===== config.mk =====
export PLATFORM = sky130hd
export DESIGN_NAME = lock_code_entry
export DESIGN_NICKNAME = d
export VERILOG_FILES = /design/src/rtl/lock_code_entry.sv
export SDC_FILE = /design/constraint.sdc
export NUM_CORES = 1
export LEC_CHECK = 0
export BUFFER_PORTS_ARGS = -buffer_cell sky130_fd_sc_hd__buf_2
export CAP_MARGIN = 40
export CORE_ASPECT_RATIO = 0.6
export CORE_MARGIN = 2
export CORE_UTILIZATION = 54
export DETAILED_ROUTE_END_ITERATION = 10
export GPL_ROUTABILITY_DRIVEN = 0
export PLACE_DENSITY = 0.73
export SLEW_MARGIN = 10
export SYNTH_ARGS = -nofsm -noshare
export SYNTH_HDL_FRONTEND = slang
export SYNTH_SLANG_ARGS = --single-unit

===== constraint.sdc =====
create_clock -name clk -period 2.25 [get_ports clk]
set_input_delay 0.3375 -clock clk [delete_from_list [all_inputs] [get_ports clk]]
set_output_delay 0.3375 -clock clk [all_outputs]
set_load 0.005 [all_outputs]

===== src/rtl/lock_code_entry.sv =====
// Pushbutton front end for the 4-bit lock: synchronize, debounce, assemble a code MSB-first.
// Optional inactivity timeout is compiled in when ENTRY_TIMEOUT_EN is defined.
module lock_code_entry #(
    parameter int DEBOUNCE_CYCLES = 16,
    parameter int TIMEOUT_CYCLES  = 1000
) (
    input  logic       clk,
    input  logic       reset,
    input  logic       btn_zero,
    input  logic       btn_one,
    input  logic       btn_enter,
    input  logic       btn_clear,
    output logic [3:0] code_out,
    output logic       enter_out,
    output logic [2:0] digit_count,
    output logic       err_out
);
    localparam int              DB_W    = $clog2(DEBOUNCE_CYCLES);
    localparam logic [DB_W-1:0] DB_LAST = DB_W'(DEBOUNCE_CYCLES - 1);
    localparam int              N_BTN   = 4;

    typedef enum logic [1:0] {
        ST_IDLE    = 2'd0,
        ST_COLLECT = 2'd1,
        ST_FULL    = 2'd2,
        ST_SUBMIT  = 2'd3
    } state_t;

    if (DEBOUNCE_CYCLES < 2) begin : g_bad_debounce
        $error("DEBOUNCE_CYCLES must be at least 2");
    end
    if (TIMEOUT_CYCLES < 1) begin : g_bad_timeout
        $error("TIMEOUT_CYCLES must be at least 1");
    end

    // Button order in all vectors: 0 zero, 1 one, 2 enter, 3 clear.
    logic [N_BTN-1:0] w_btn_raw;
    logic [N_BTN-1:0] r_sync1;
    logic [N_BTN-1:0] r_sync2;
    logic [N_BTN-1:0] r_stable;
    logic [N_BTN-1:0] r_press;
    logic [DB_W-1:0]  r_db_cnt [N_BTN];

    state_t     r_state;
    state_t     w_state_nxt;
    logic [3:0] r_sr;
    logic [3:0] w_sr_nxt;
    logic [2:0] r_count;
    logic [2:0] w_count_nxt;
    logic [3:0] r_code;
    logic [3:0] w_code_nxt;
    logic       r_enter;
    logic       w_enter_nxt;
    logic       r_err;
    logic       w_err_nxt;

    logic w_clr;
    logic w_ent;
    logic w_dig;
    logic w_bit;
    logic w_timeout;

    assign w_btn_raw = {btn_clear, btn_enter, btn_one, btn_zero};

    // Two-flop synchronizers for the raw asynchronous buttons
    always_ff @(posedge clk) begin
        if (reset) begin
            r_sync1 <= 4'b0000;
            r_sync2 <= 4'b0000;
        end else begin
            r_sync1 <= w_btn_raw;
            r_sync2 <= r_sync1;
        end
    end

    // Debounce: flip the stable level after DEBOUNCE_CYCLES disagreeing samples; pulse on rise
    always_ff @(posedge clk) begin
        if (reset) begin
            r_stable <= 4'b0000;
            r_press  <= 4'b0000;
            for (int i = 0; i < N_BTN; i++) begin
                r_db_cnt[i] <= '0;
            end
        end else begin
            for (int i = 0; i < N_BTN; i++) begin
                if (r_sync2[i] != r_stable[i]) begin
                    if (r_db_cnt[i] == DB_LAST) begin
                        r_db_cnt[i] <= '0;
                        r_stable[i] <= r_sync2[i];
                        r_press[i]  <= r_sync2[i];
                    end else begin
                        r_db_cnt[i] <= r_db_cnt[i] + DB_W'(1);
                        r_press[i]  <= 1'b0;
                    end
                end else begin
                    r_db_cnt[i] <= '0;
                    r_press[i]  <= 1'b0;
                end
            end
        end
    end

    // Simultaneous zero and one cancel each other out.
    assign w_clr = r_press[3];
    assign w_ent = r_press[2];
    assign w_dig = r_press[0] ^ r_press[1];
    assign w_bit = r_press[1];

`ifdef ENTRY_TIMEOUT_EN
    localparam int              TO_W    = $clog2(TIMEOUT_CYCLES + 1);
    localparam logic [TO_W-1:0] TO_LAST = TO_W'(TIMEOUT_CYCLES - 1);

    logic [TO_W-1:0] r_idle_cnt;
    logic            w_active;
    logic            w_event;

    assign w_active  = (r_state == ST_COLLECT) || (r_state == ST_FULL);
    assign w_event   = w_clr | w_ent | (w_dig & (r_state != ST_FULL));
    assign w_timeout = w_active & ~w_event & (r_idle_cnt == TO_LAST);

    // Inactivity counter for a partial entry; any accepted event restarts it
    always_ff @(posedge clk) begin
        if (reset) begin
            r_idle_cnt <= '0;
        end else if (!w_active || w_event || w_timeout) begin
            r_idle_cnt <= '0;
        end else begin
            r_idle_cnt <= r_idle_cnt + TO_W'(1);
        end
    end
`else
    assign w_timeout = 1'b0;
`endif

    // FSM state register
    always_ff @(posedge clk) begin
        if (reset) begin
            r_state <= ST_IDLE;
        end else begin
            r_state <= w_state_nxt;
        end
    end

    // Next-state logic, priority clear > enter > timeout > digit
    always_comb begin
        w_state_nxt = r_state;
        case (r_state)
            ST_IDLE, ST_COLLECT: begin
                if (w_clr || w_ent || w_timeout) begin
                    w_state_nxt = ST_IDLE;
                end else if (w_dig) begin
                    w_state_nxt = (r_count == 3'd3) ? ST_FULL : ST_COLLECT;
                end else begin
                    w_state_nxt = r_state;
                end
            end
            ST_FULL: begin
                if (w_clr || w_timeout) begin
                    w_state_nxt = ST_IDLE;
                end else if (w_ent) begin
                    w_state_nxt = ST_SUBMIT;
                end else begin
                    w_state_nxt = ST_FULL;
                end
            end
            ST_SUBMIT: w_state_nxt = ST_IDLE;
            default:   w_state_nxt = ST_IDLE;
        endcase
    end

    // Datapath and output next values; the code is loaded as the FSM enters SUBMIT
    always_comb begin
        w_sr_nxt    = r_sr;
        w_count_nxt = r_count;
        w_code_nxt  = r_code;
        w_enter_nxt = 1'b0;
        w_err_nxt   = 1'b0;
        case (r_state)
            ST_IDLE, ST_COLLECT: begin
                if (w_clr) begin
                    w_sr_nxt    = 4'b0000;
                    w_count_nxt = 3'd0;
                end else if (w_ent || w_timeout) begin
                    w_sr_nxt    = 4'b0000;
                    w_count_nxt = 3'd0;
                    w_err_nxt   = 1'b1;
                end else if (w_dig) begin
                    w_sr_nxt    = {r_sr[2:0], w_bit};
                    w_count_nxt = r_count + 3'd1;
                end else begin
                    w_sr_nxt    = r_sr;
                    w_count_nxt = r_count;
                end
            end
            ST_FULL: begin
                if (w_clr) begin
                    w_sr_nxt    = 4'b0000;
                    w_count_nxt = 3'd0;
                end else if (w_ent) begin
                    w_code_nxt  = r_sr;
                    w_enter_nxt = 1'b1;
                end else if (w_timeout) begin
                    w_sr_nxt    = 4'b0000;
                    w_count_nxt = 3'd0;
                    w_err_nxt   = 1'b1;
                end else begin
                    w_sr_nxt    = r_sr;
                    w_count_nxt = r_count;
                end
            end
            ST_SUBMIT: begin
                w_sr_nxt    = 4'b0000;
                w_count_nxt = 3'd0;
            end
            default: begin
                w_sr_nxt    = 4'b0000;
                w_count_nxt = 3'd0;
            end
        endcase
    end

    // Datapath and output registers
    always_ff @(posedge clk) begin
        if (reset) begin
            r_sr    <= 4'b0000;
            r_count <= 3'd0;
            r_code  <= 4'b0000;
            r_enter <= 1'b0;
            r_err   <= 1'b0;
        end else begin
            r_sr    <= w_sr_nxt;
            r_count <= w_count_nxt;
            r_code  <= w_code_nxt;
            r_enter <= w_enter_nxt;
            r_err   <= w_err_nxt;
        end
    end

    assign code_out    = r_code;
    assign enter_out   = r_enter;
    assign digit_count = r_count;
    assign err_out     = r_err;

endmodule


# After elaboration in Yosys (flattened, before gate mapping)
# Memories as Yosys holds them, arrays and structs flattened.
# Index checks and enable logic that the tools add are counted.
# W data, S select, Z words.
# classes
eq_ne,15
n_bitwise,24
n_shift,0
div_mod_pow,0
n_mux,76
mul,0
reduce_logical,15
add_sub_neg,5
n_lt_le_gt_ge,0
# op_table
operator,count
$mux W4,16
$mux W1,49
$add A4 B1 Y4 const B,4
$eq A4 B4 Y1 const B,4
$mux W3,4
$or A1 B1 Y1,12
$pmux W4 S3,1
$reduce_or A3 Y1,4
$not A1 Y1,11
$reduce_and A2 Y1,5
$pmux W3 S3,1
$mux W2,4
$pmux W2 S3,1
$reduce_or A2 Y1,3
$eq A2 B2 Y1 const B,2
$ne A1 B1 Y1,4
$ne A4 B4 Y1 const B,1
$add A3 B1 Y3 const B,1
$eq A3 B2 Y1 const B,1
$ne A3 B3 Y1 const B,1
$reduce_and A3 Y1,1
$eq A2 B1 Y1 const B,1
$logic_not A2 Y1,1
$ne A2 B2 Y1 const B,1
other kinds (2),2
# word_totals
out_inout_bits,9
word_cells,152
mem_bits_rw,16
mem_bits_ro,0
mem_count,1
reg_bits,31
input_bits,6
latch_bits,0
# memory_table
memory,depth,width,read_ports,rd_ports_with_merged_regs,wr,line_no,source
r_db_cnt,4,4,4,0,4,42,logic [DB_W-1:0] r_db_cnt [N_BTN];

# Logic depth before layout (Yosys ltp)
# Gate-level depths: netlist (run 1).
# An unclocked memory read counts as a cell.
# logic_depth
word_depth,9
depth_mapped,5
ltp_nobuf,5

# Worst setup path before layout (run 1)
# No wires, ideal clock.
# synth_timing
path_kind,input to register
startpoint,input reset
endpoint,"register r_count[1], in the netlist digit_count[1]"
n_path_buf,1
setup_time_ps,59
arrival_ps,1239
required_time_ps,2191
path_slack_ps,952
stages,4
path_cell_list,clkbuf_2 -> or4_4 -> o2bb2ai_2 -> a22o_1
# synth_rtl
item,line_no,source
"start, declared",8,"input logic reset,"
"end signal, assigned",232,r_count <= w_count_nxt;
"end, declared",48,logic [2:0] r_count;

# Worst setup path after layout (run 1)
# layout_timing
startpoint,register r_state[1]
endpoint,"register r_code[3], in the netlist code_out[3]"
# layout_via
elab_chain_cells,2
# layout_lines
item,line_no,source
"start, declared",44,state_t r_state;
"start signal, assigned",140,r_state <= w_state_nxt;
$eq A2 B2 Y1,178,case (r_state)
$reduce_and A3 Y1 (no line),--,
"end signal, assigned",233,r_code <= w_code_nxt;
"end, declared",50,logic [3:0] r_code;
# Every way passes these cells.
# A chain may end at the register's enable or synchronous reset.

==> run metrics, run 1 <==
run status finished clean; Rows 16; Resize count post-CTS 0; Initial Utilization 0.5713; I/O Pins 15; CP Capture Type register; Die W 80.09 um; postcts setup bufs 0; fin. max-slew vios 0; Power, Total 1.515 mW; number of max-cap violations 0; DIE AREA 3976 um^2; Fin. Hold Viols 0; vias in the first global route 1187; met2 wire len 1.330 mm; WL/cell 12.18 um; Final period util 0.6812; Core Region 3283 um^2; top cell type's share of synthesized area 0.3309; CTS tree yes; Routed Antenna Nets 0; clk slew on worst S/H paths 80 ps; CTS max path bufs 2; DR top layer met4; Clock Skew 10.51 ps; Nets 208; Skew-Pair Late Insertion Delay 300 ps; Inserted Clock Buffers 5; antenna diode count 0; Synth area leaders dfxtp_1 (33%), edfxtp_1 (26%), nor2_1 (4.8%); largest net degree at the start of global routing 23; Worst Setup SP r_state[1]$_SDFFE_PP0P_; via count 1194; flops & latches, synth 47; CP startpoint kind register; Via density 4.934; Min-Delay Startpoint btn_clear; Fillers 273; CTS Root Cell clkbuf_8; hold crit path type primary input to register; Die H 49.65 um; H-tree levels 2; Final min period 1533 ps; critical path data required time 2420 ps; Final Setup Violations 0; layout cell share with drive strength beyond 1 0.1320; Hold-fix buffers, CTS 0; Pwr Density 707.0 nW/um^2; post-synth top area cell dfxtp_1; Critical Path AT 1710 ps; Layout area overhead 14.28%; VDD IR max 0.0004894 V; global-route wire length before repair 5.147 mm; # DRC 0; unrepaired setup endpoints after global routing no; PortBufs 14; Critical Path Fanout Max 6; Yosys cell types 29; detailed placement HPWL 2.218 mm; Leak 0.8845 nW; R2R Path Start r_state[1]$_SDFFE_PP0P_; drt total wl 2.947 mm; Detailed Routing Iterations Pass 1 4; sequential-to-total area share from yosys stat 0.5871; number of DRC markers in iteration 0 51; synthesized area 1876 um^2; Remaining Overflow, GRT 0; Mean Syn Cell Area 11.44 um^2; initial antenna violation count 0; WL met1 1.435 mm; Crit Path Class register to register; met3 wire length 134 um; Total Routing Usage GR 0.1732; cells after synthesis 164; TNS Setup 0 ps; warnings from Yosys 0; CTS Sinks 47; Highest Clock Rate 652.4 MHz
## worst paths after layout
| kind | endpoint | slack (ps) | cells after the start |
|---|---|---|---|
| min | r_sync1[3]$_SDFF_PP0_ | 250 | 2 |
| min reg2reg | r_sync2[1]$_SDFF_PP0_ | 450 | 1 |
| max reg2reg | code_out[3]$_SDFFE_PP0P_ | 720 | 4 |
| max | code_out[3]$_SDFFE_PP0P_ | 720 | 4 |
## registers in the layout (all words and copies together) (netlist names)
name / cells
code_out: 4
digit_count: 3
enter_out: 1
err_out: 1
r_db_cnt: 16
r_press: 4
r_sr: 4
r_stable: 4
r_state: 2
r_sync1: 4
r_sync2: 4
## per-stage QoR
stage,std cells,hold slack [ps],utilization,cell area [um^2],worst slack [ps]
after detailed placement,234,430.5,0.6220,2042,703.1
after CTS,242,244.2,0.6528,2143,719.6
final,242,248.2,0.6528,2143,717.3
after floorplan,179,413.8,-,1932,952.3
after global routing,242,256.3,0.6528,2143,589.8
after global placement,234,420.3,0.6220,2042,786.7
## report_power, final
group,switching [mW],total [mW],internal (mW)
clock,0.265,0.553,0.288
combinational,0.0300,0.0526,0.0226
sequential,0.0133,0.910,0.896
total,0.308,1.52,1.21
## critical path: stages, from the launching register on
cell     delay (ps)
dfxtp_1         390
nor3b_2         390
and2_1          350
mux2i_1         220
nor2_1           60
## cells in the final DEF (no fill, tap or decap), drive strengths merged, types with 3 or more instances in the layout
cell and instances:
a21oi 3, a22o 4, and3 5, buf 15, clkbuf 8, conb 16, dfxtp 31, edfxtp 16
ha 6, inv 4, mux2i 8, nand2 8, nand3 8, nor2 24, nor2b 8, nor3 6
nor4b 5, xnor2 9, xor2 5
## final cells by class
type / count / area (um^2) / share of cell area
repair buffers: 15 / 77.57 / 0.03619
well taps: 45 / 56.30 / 0.02627
clock buffers: 8 / 101.3 / 0.04729
inverters: 4 / 15.01 / 0.007005
multi-input cells: 123 / 792.0 / 0.3695
flip-flops and latches: 47 / 1101 / 0.5137
## cells in the mapped netlist (all sizes together)
library cell,n
buf,1
nand2,8
clkbuf,4
maj3,1
conb,1
a22oi,1
nor3b,1
xor2,5
xnor2,9
mux2i,8
a311oi,1
o2bb2ai,1
o31ai,1
dfxtp,31
and3,5
nand3,8
or4,1
and2,1
nor2,24
edfxtp,16
nor3,6
a21oi,3
nor4b,5
inv,4
a22o,4
nor2b,8
ha,6
## metal layers
layer | up-vias | GRT usage
met5 | - | 0
met4 | 0 | 0.06780
met3 | 8 | 0.06044
met2 | 22 | 0.2736
met1 | 549 | 0.2189
li1 | 615 | -
## logic make-up (layout without fill, tap and decap cells)
family,count (synthesis),in the layout,share of synthesized area
AND/OR/NAND/NOR,67,67,0.1895
flip-flops,47,47,0.5871
XOR/XNOR,14,14,0.06538
AO/OA/AOI/OAI,11,11,0.04736
buffers and inverters,9,27,0.02068
multiplexers,8,8,0.04270
adder cells (fa/ha/maj),7,7,0.04536
other,1,16,0.001999
No activity file was read; power rests on OpenSTA's default activity.
==> run 2: changes to the inputs <==
ABC_AREA = 1   (was not set)
CORE_UTILIZATION = 52   (was 54)
clock period = 1.28 ns   (was 2.25 ns; I/O delays follow)
==> run 2 against run 1 <==
Against the previous run:
- clock skew shrank 4.9 ps
- area after synthesis rose by 5.1%
- die area rose by 8.6%
- first-iteration DRC count down 27%
- critical path depth stayed put
- maximum frequency grew 25%
- combinational power grew 110%
- cell count is 28% higher
- worst hold slack lost 170 ps
- sequential cell count stayed put
- largest power group unchanged
==> run metrics, run 2 <==
largest net degree at the start of global routing 18; Routed Antenna Nets 0; CTS tree yes; post-synth top area cell dfxtp_1; initial antenna violation count 0; critical path's slowest cell edfxtp_1; Final min period 1225 ps; max reg flops 16; Fin. Hold Viols 0; Min-Delay Startpoint btn_zero; Die W 83.50 um; Via density 4.528; PortBufs 14; Initial Utilization 0.5390; number of flops mapped to enable cells by yosys 16; DIE AREA 4317 um^2; antenna diode count 0; synthesized area 1972 um^2; # DRC 0; met1 Use GR 0.2047; Critical Path Fanout Max 4; fin. max-slew vios 0; Pwr Density 1140 nW/um^2; unrepaired setup endpoints after global routing no; WL/cell 9.942 um; sequential-to-total area share from yosys stat 0.5584; WHS Endpoint r_sync1[0]$_SDFF_PP0_; Post-Synth Adder-Cell Area 0.03807; hold crit path type primary input to register; GRT busiest layer met2; Final Setup Violations 0; worst hold stages 3; global-route wire length before repair 5.064 mm; r2r worst-path depth 4; Mean Syn Cell Area 8.843 um^2; number of DRC markers in iteration 0 37; Most flops, register r_db_cnt; CTS Sinks 47; Total Routing Usage GR 0.1569; Highest Clock Rate 816.6 MHz; commonest non-fill, non-tap cell in the layout nor2_1; clk slew on worst S/H paths 90 ps; detailed placement HPWL 2.114 mm; run status finished clean; Synth area leaders dfxtp_1 (31%), edfxtp_1 (24%), nor2_1 (10%); Layout area overhead 16.18%; Crit Path Class register to register; most frequent cells in the layout nor2_1 (53), dfxtp_1 (31), inv_1 (26), nand2_1 (26); via count 1399; CTS Root Cell clkbuf_8; flops & latches, synth 47; GR Util met2 0.2245; Clock Skew 5.650 ps; layout cell share with drive strength beyond 1 0.1603; slowest stage delay, CP 430 ps; Inserted Clock Buffers 5; Top FF cell, synth dfxtp_1; warnings from Yosys 0; Synth Area in Compound Gates 0.04442; Nets 273; Post-Synth Simple-Gate Area 0.2335; CP Capture Type register; TNS Setup 0 ps; largest family of logic cells by synthesized area simple AND/OR/NAND/NOR gates; Final Core Density 0.6262; met3 usage 0.05238; drt total wl 3.072 mm; Critical Path AT 1390 ps; Core Region 3659 um^2; Fillers 352; cells after synthesis 223; I/O Pins 15; flop-to-flop setup slack 60 ps; number of max-cap violations 0; Yosys cell types 25; Final period util 0.9567; critical path, cell by cell ha_1 -> nand3_1 -> nand3_2 -> nor2_1; Reg2Reg Capture Point r_db_cnt[1][1]$_SDFFCE_PP0P_; Die H 51.70 um; Skew-Pair Late Insertion Delay 310 ps; FFs w/ async S/R, synth 0; vias in the first global route 1189; cell with the most instances after synthesis nor2_1; fin cells 309; Remaining Overflow, GRT 0; VDD IR max 0.0006829 V; Placed Cells 298; R2R Path Start r_db_cnt[1][0]$_SDFFCE_PP0P_; Leak 1.015 nW; mux contribution to synthesized area 0; Hold-fix buffers, CTS 0; Detailed Routing Iterations Pass 1 4; CP startpoint kind register; top cell type's share of synthesized area 0.3147; H-tree levels 2; Synth Area in XOR/XNOR 0.04886; Rows 17; Commonest cells post-synth nor2_1 (53), dfxtp_1 (31), inv_1 (26), nand2_1 (26), nand3_1 (17); CTS max path bufs 2; critical path data required time 1450 ps
==> run 2: cell count changes after synthesis, moves of 5 or more <==
cell     previous run  this run
o21ai_0             0         7
mux2i_1             8         0
nand3_1             8        17
inv_1               4        26
nand2_1             8        26
and3_1              5         0
a21oi_1             3         9
nor2b_1             8         0
nor4b_1             5         0
xnor2_1             9         4
nor2_1             24        53
==> run 2: repair_timing <==
| action | in CTS | in global routing |
|---|---|---|
| buffers inserted | 0 | 3 |
| gates cloned | 0 | 0 |
| pin swaps | 0 | 4 |
| setup endpoints to repair | 1 | 21 |
| hold endpoints to repair | 0 | 0 |
| gates resized for setup | 1 | 6 |
==> run 2: kinds of logic after synthesis <==
| logic type | after synthesis |
|---|---|
| and+or+nand+nor | 107 |
| buffers and inverters | 34 |
| xor gates and xnor gates | 11 |
| DFF | 47 |
| other | 1 |
| AOI/OAI and AO/OA | 17 |
| adders and majority gates | 6 |
==> run 2: area by class of cell <==
class	instances	area (um^2)	share of cell area
clock buffer	5	68.82	0.03004
tap	47	58.81	0.02567
inverter	29	108.9	0.04751
clock inverter	3	18.77	0.008192
sequential	47	1101	0.4806
multi-input combinational	157	812.0	0.3545
timing repair buffer	21	122.6	0.05352
==> run 2: through the flow <==
stage	setup WS [ps]	power (mW)	cell area, um^2	hold slack (ps)
3_3_place_gp	64.19	1.733	2148	392.1
2_1_floorplan	169.4	1.709	2028	299.0
4_1_cts	0.4671	2.636	2241	63.60
6_report	55.41	2.612	2291	75.48
3_5_place_dp	21.97	1.736	2148	396.4
5_1_grt	4.536	2.706	2291	74.41
==> run 2: worst max-delay path: cells and delay by family, from the launching register on <==
kind                     cells  cell delay (ps)
flip-flops                   1              430
AND/OR/NAND/NOR              3              400
adder cells (fa/ha/maj)      1              260
==> run 2: how the worst max path moves through the flow <==
stage               depth (start not counted)  slack, ps                         start                           end
global placement                            4         60  r_db_cnt[0][0]$_SDFFCE_PP0P_  r_db_cnt[0][3]$_SDFFCE_PP0P_
detailed placement                          4         20  r_db_cnt[3][0]$_SDFFCE_PP0P_  r_db_cnt[3][3]$_SDFFCE_PP0P_
global route                                4          5  r_db_cnt[1][0]$_SDFFCE_PP0P_  r_db_cnt[1][1]$_SDFFCE_PP0P_
finish                                      4         60  r_db_cnt[1][0]$_SDFFCE_PP0P_  r_db_cnt[1][1]$_SDFFCE_PP0P_
CTS                                         4        0.5  r_db_cnt[1][0]$_SDFFCE_PP0P_  r_db_cnt[1][1]$_SDFFCE_PP0P_
floorplan                                   7        170   digit_count[0]$_SDFFE_PP0P_   digit_count[2]$_SDFFE_PP0P_
==> run 2: metal layers <==
| layer | up-vias | share of wire |
|---|---|---|
| met1 | 599 | 0.55 |
| met5 | - | 0 |
| met4 | 0 | 0.025 |
| met3 | 7 | 0.040 |
| met2 | 19 | 0.39 |
| li1 | 774 | - |
==> run 2: where the power goes <==
group	switching (mW)	internal, mW	total [mW]
combinational	0.0635	0.0448	0.108
clock	0.519	0.382	0.901
sequential	0.0262	1.58	1.60
